$ cat src/rtl/pc_pkg.sv
// Shared definitions for the program-counter stage: default widths,
// reset vector and the next-PC source select encoding.
package pc_pkg;

    localparam int PC_W  = 16;
    localparam int OFF_W = 13;

    localparam logic [PC_W-1:0] RESET_PC = 16'h0000;

    // Source of the next PC, in increasing priority order.
    typedef enum logic [1:0] {
        SEL_SEQ,
        SEL_BR,
        SEL_JMP,
        SEL_RET
    } pc_sel_e;

endpackage

$ cat src/rtl/ras_stack.sv
// Return-address stack: circular storage with a write pointer and an
// occupancy count, plus a sticky overflow/underflow error flag.
//
// Ports:
//   clk, rst_n  clock, asynchronous active-low reset
//   push        request to push data (ignored and flagged when full)
//   pop         request to pop (ignored and flagged when empty)
//   push_data   value written on an accepted push
//   top         most recently pushed entry (valid when not empty)
//   full        count == DEPTH
//   empty       count == 0
//   err         sticky; set by a push while full or a pop while empty
module ras_stack #(
    parameter int DEPTH = 4,
    parameter int W     = 16
) (
    input  logic         clk,
    input  logic         rst_n,
    input  logic         push,
    input  logic         pop,
    input  logic [W-1:0] push_data,
    output logic [W-1:0] top,
    output logic         full,
    output logic         empty,
    output logic         err
);

    localparam int PW = $clog2(DEPTH);
    localparam int CW = PW + 1;

    logic [W-1:0]  mem [DEPTH];
    logic [PW-1:0] ptr;
    logic [CW-1:0] count;
    logic          err_q;

    logic do_push;
    logic do_pop;
    logic bad_op;

    assign full  = (count == CW'(DEPTH));
    assign empty = (count == '0);
    assign err   = err_q;

    // ptr addresses the next free slot; the top lives one below it.
    assign top = mem[ptr - PW'(1)];

    assign do_push = push && !full;
    assign do_pop  = pop && !empty;
    assign bad_op  = (push && full) || (pop && empty);

    always_ff @(posedge clk or negedge rst_n) begin
        if (!rst_n) begin
            ptr   <= '0;
            count <= '0;
            err_q <= 1'b0;
        end else begin
            if (do_push) begin
                ptr   <= ptr + PW'(1);
                count <= count + CW'(1);
            end else if (do_pop) begin
                ptr   <= ptr - PW'(1);
                count <= count - CW'(1);
            end
            if (bad_op) begin
                err_q <= 1'b1;
            end
        end
    end

    // Entry contents are don't-care after reset, so storage is unreset.
    always_ff @(posedge clk) begin
        if (do_push) begin
            mem[ptr] <= push_data;
        end
    end

endmodule

$ cat src/rtl/branch_pc_unit.sv
// PC stage: owns the PC register, picks ret/jump/branch/sequential
// targets, keeps a call/return stack and pulses redirect on a flush.
//
// Ports:
//   clk, rst_n        clock, asynchronous active-low reset
//   pc_en, stall      advance enable; stall overrides everything
//   br_req, br_taken  conditional branch and its resolved condition
//   br_offset         signed byte offset (OFF_W bits)
//   jmp_req, jmp_target  absolute jump
//   call, ret         push link with a jump / pop and return
//   pc, pc_plus2      current fetch address and its link value
//   redirect          one-cycle pulse coincident with a non-seq PC
//   ras_full, ras_empty, ras_err  stack status, err is sticky
module branch_pc_unit #(
    parameter int               PC_W      = pc_pkg::PC_W,
    parameter int               OFF_W     = pc_pkg::OFF_W,
    parameter int               RAS_DEPTH = 4,
    parameter logic [PC_W-1:0]  RESET_PC  = pc_pkg::RESET_PC
) (
    input  logic             clk,
    input  logic             rst_n,
    input  logic             pc_en,
    input  logic             stall,
    input  logic             br_req,
    input  logic             br_taken,
    input  logic [OFF_W-1:0] br_offset,
    input  logic             jmp_req,
    input  logic [PC_W-1:0]  jmp_target,
    input  logic             call,
    input  logic             ret,
    output logic [PC_W-1:0]  pc,
    output logic [PC_W-1:0]  pc_plus2,
    output logic             redirect,
    output logic             ras_full,
    output logic             ras_empty,
    output logic             ras_err
);

    import pc_pkg::*;

    logic            en;
    pc_sel_e         sel;
    logic [PC_W-1:0] off_ext;
    logic [PC_W-1:0] br_target;
    logic [PC_W-1:0] ras_top;
    logic [PC_W-1:0] pc_next;
    logic            push;
    logic            pop;

    assign en       = pc_en && !stall;
    assign pc_plus2 = pc + PC_W'(2);

    assign off_ext   = {{(PC_W-OFF_W){br_offset[OFF_W-1]}}, br_offset};
    assign br_target = pc + off_ext;

    // A return on an empty stack falls through sequentially; it still
    // pops so the stack can record the underflow.
    always_comb begin
        sel = SEL_SEQ;
        if (ret) begin
            sel = ras_empty ? SEL_SEQ : SEL_RET;
        end else if (jmp_req) begin
            sel = SEL_JMP;
        end else if (br_req && br_taken) begin
            sel = SEL_BR;
        end
    end

    always_comb begin
        pc_next = pc_plus2;
        unique case (sel)
            SEL_RET: pc_next = ras_top;
            SEL_JMP: pc_next = jmp_target;
            SEL_BR:  pc_next = br_target;
            SEL_SEQ: pc_next = pc_plus2;
            default: pc_next = pc_plus2;
        endcase
    end

    // Push only when the jump actually wins, so call alongside ret
    // never touches the stack.
    assign push = en && call && (sel == SEL_JMP);
    assign pop  = en && ret;

    ras_stack #(
        .DEPTH (RAS_DEPTH),
        .W     (PC_W)
    ) u_ras (
        .clk       (clk),
        .rst_n     (rst_n),
        .push      (push),
        .pop       (pop),
        .push_data (pc_plus2),
        .top       (ras_top),
        .full      (ras_full),
        .empty     (ras_empty),
        .err       (ras_err)
    );

    always_ff @(posedge clk or negedge rst_n) begin
        if (!rst_n) begin
            pc       <= RESET_PC;
            redirect <= 1'b0;
        end else if (en) begin
            pc       <= pc_next;
            redirect <= (sel != SEL_SEQ);
        end else begin
            redirect <= 1'b0;
        end
    end

endmodule
$ cat config.mk
export PLATFORM = sky130hd
export DESIGN_NAME = branch_pc_unit
export DESIGN_NICKNAME = d
export VERILOG_FILES = /design/src/rtl/pc_pkg.sv /design/src/rtl/ras_stack.sv /design/src/rtl/branch_pc_unit.sv
export SDC_FILE = /design/constraint.sdc
export NUM_CORES = 1
export LEC_CHECK = 0
export CAP_MARGIN = 5
export CORE_ASPECT_RATIO = 2
export CORE_MARGIN = 2
export CORE_UTILIZATION = 49
export CTS_CLUSTER_SIZE = 16
export DETAILED_ROUTE_END_ITERATION = 10
export PLACE_DENSITY = 0.79
export SYNTH_ARGS = -nofsm -noshare
export SYNTH_HDL_FRONTEND = slang
export SYNTH_SLANG_ARGS = --single-unit
$ cat constraint.sdc
create_clock -name clk -period 2.4 [get_ports clk]
set_input_delay 0.72 -clock clk [delete_from_list [all_inputs] [get_ports clk]]
set_output_delay 0.72 -clock clk [all_outputs]
set_load 0.01 [all_outputs]
==> metrics.csv <==
metric;value;unit
status;complete, but fails checks;
failing checks;setup timing;
Mapped Nets;441;
CTS Root Cell;clkbuf_16;
FFs w/ async S/R, synth;0.264;
Die Span Y;143;µm
Slew HR;0.667;
num rows;50;
layout cells sized above 1;0.404;
initial antenna violation count;0;
Critical Path RT;1.68;ns
post-route cell area;7220;µm²
final slew viol count;0;
critical path arrival;1.88;ns
Mapped Area;4750;µm²
Final nets;627;
Buffers on Ports;73;
setup violators final;10;
worst slew pin tran;0.500;ns
first-pass GRT wire length;22.9;mm
post-DP HPWL;10.4;mm
Congestion Overflow GR;0;
clk sink count;87;
CTS tree;yes;
number of synthesized flops with an enable pin;64;
core footprint;9380;µm²
Clock Pin Slew Worst Setup and Hold Paths;0.07;ns
drt wl/cell;23.4;µm
fin cells;676;
top_reg_cell synth;edfxtp_1;
fillers;517;
synth top area cells;edfxtp_1 40%, dfrtp_1 12%, mux4_2 7.6%;
via count;4377;
DRC viols;0;
Hold Fails Final Rpt;0;
I/O pin cnt;74;
Netlist cell types;67;
Ant. Diodes;0;
# hold bufs at CTS;0;
post-synthesis sequential area ratio;0.526;
Ys Warns;0;
Fmax;385;MHz
DR pass1 iterations;5;
Setup Total Neg Slack;-0.970;ns
Die X;73.6;µm
PD cells;1220;nW/µm²
Initial Util;0.506;
DR iter-0 viols;382;
syn avg cell area;12.5;µm²
CTS Buf Count;9;
Peak VDD IR;0.705;mV
placed cell area;6350;µm²
Storage cell area;2500;µm²
period utilisation layout;1.08;
area of the multi-input gates;2590;µm²
Synth area leader;edfxtp_1;
Skew-Pair Late Insertion Delay;0.34;ns
max_cap viols;0;
worst setup margin;-0.197;ns
CP Capture Type;primary output;
GRT Total Usage;0.295;
vias in the first global route;4406;
Crit Path Max Fanout;3;
PnR Total Power;8.84;mW
total wire length;15.8;mm
DRT antenna net count;0;
crit path time final;2.60;ns
CP Launch Type;flip-flop;
Clock Skews;0.00757;ns
Leak;2.84;nW
Crit Path Class;flip-flop to primary output;
top cell type's share of synthesized area;0.404;
Area Overhead vs Synth;51.9;%
RePlAce Congestion;0.966;
Placed Cells incl. Taps;638;
synthesized instance count;381;
number of vias per cell;6.47;
#FFs+latches synth;87;
H-tree depth;3;
die area;10500;µm²
Hold Crit Class;flip-flop to flip-flop;
setup repair after global routing missed its margin;true;
largest net degree at the start of global routing;24;
Bufs on Longest Clock Path;2;
[metal layers]
layer  routed length [µm]  track usage
met3                  971       0.0466
met4                  897        0.171
met5                    0            0
met1                 5630        0.339
met2                 8330        0.506
[synth_stat cells, drive strengths merged (4+ instances only)]
library cell / n
a211oi: 4
a21oi: 21
a221o: 7
a221oi: 7
and2: 5
buf: 6
clkbuf: 9
dfrtp: 23
edfxtp: 64
ha: 20
inv: 15
mux4: 16
nand2: 22
nand3: 18
nor2: 25
nor2b: 4
nor3: 9
o21a: 5
o21ai: 18
o22a: 4
o22ai: 6
xnor2: 11
xor2: 10
[sequential cells by signal (all words and copies together) (netlist names)]
register / cells
u_ras.count: 3
pc: 16
u_ras.mem: 64
redirect: 1
u_ras.err: 1
u_ras.ptr: 2
[kinds of logic (layout without fill, tap and decap cells)]
| family | count (synthesis) | after routing | share of synthesized area |
|---|---|---|---|
| mux | 17 | 17 | 0.0782 |
| simple gates | 103 | 103 | 0.114 |
| flops | 87 | 87 | 0.526 |
| compound gates | 101 | 101 | 0.155 |
| buf+inv | 30 | 221 | 0.0274 |
| fa+ha+maj | 22 | 22 | 0.0611 |
| xor+xnor | 21 | 21 | 0.0387 |
[cells in the final DEF (no fill, tap or decap), types with 4 or more instances in the layout]
master	count
a21oi_1	16
a21oi_4	4
a221o_1	7
a221oi_1	6
and2_1	5
buf_12	5
buf_2	10
buf_4	104
buf_6	8
clkbuf_16	9
clkdlybuf4s50_1	47
dfrtp_1	19
dfrtp_2	4
dlygate4sd2_1	9
dlymetal6s2s_1	5
edfxtp_1	64
ha_1	8
ha_4	10
inv_1	13
inv_6	4
mux4_2	16
nand2_1	19
nand3_1	14
nor2_1	22
nor3_1	4
o21a_1	5
o21ai_0	14
o22a_1	4
o22ai_1	5
xnor2_1	5
xnor2_2	6
xor2_2	6
[area by class of cell]
cell class                      instances  area share
Timing Repair Buffer                  190       0.228
Clock inverter                          7     0.00901
Clock buffer                            9      0.0312
Inverter                               15     0.00780
Multi-Input combinational cell        264       0.359
Tap cell                              104      0.0180
Sequential cell                        87       0.347
[path summary, 6_finish.rpt]
check / start / end / slack, ns / cells past startpoint
worst max-delay path: pc[8] / pc_plus2[15] / -0.20 / 6
worst min-delay path: u_ras.err / u_ras.err / 0.49 / 1
worst max register to register: pc[2] / pc[14] / 0 / 9
worst min register to register: u_ras.err / u_ras.err / 0.49 / 1
max in group asynchronous: rst_n / u_ras.count[1] / 1.34 / 2
min in group asynchronous: rst_n / pc[3] / 0.76 / 2
[per-stage QoR]
stage / setup WS (ns) / utilization / hold slack (ns)
global route: -0.242 / 0.769 / 0.507
global placement: -0.568 / 0.677 / 0.449
finish: -0.197 / 0.769 / 0.489
floorplan: 0.00186 / - / 0.424
detailed placement: -0.673 / 0.677 / 0.486
CTS: -0.125 / 0.746 / 0.491
[critical path, cell delays in order, from the launching register on]
cell	delay [ns]
dfrtp_1	0.38
nand4_1	0.19
buf_4	0.20
nor4_4	0.24
nand3_2	0.15
xnor2_2	0.20
buf_2	0.17
[report_power, final]
| part | internal, mW | switching [mW] | total, mW |
|---|---|---|---|
| clock network | 0.726 | 0.637 | 1.36 |
| registers | 2.00 | 0.268 | 2.26 |
| logic | 2.64 | 2.58 | 5.22 |
[timing repair]
item,CTS,global route
pin swaps,23,28
gates cloned,0,0
endpoints found under the setup margin,29,28
buffers inserted,11,12
resized for setup,106,34
Power figures use the tool's default switching activity.
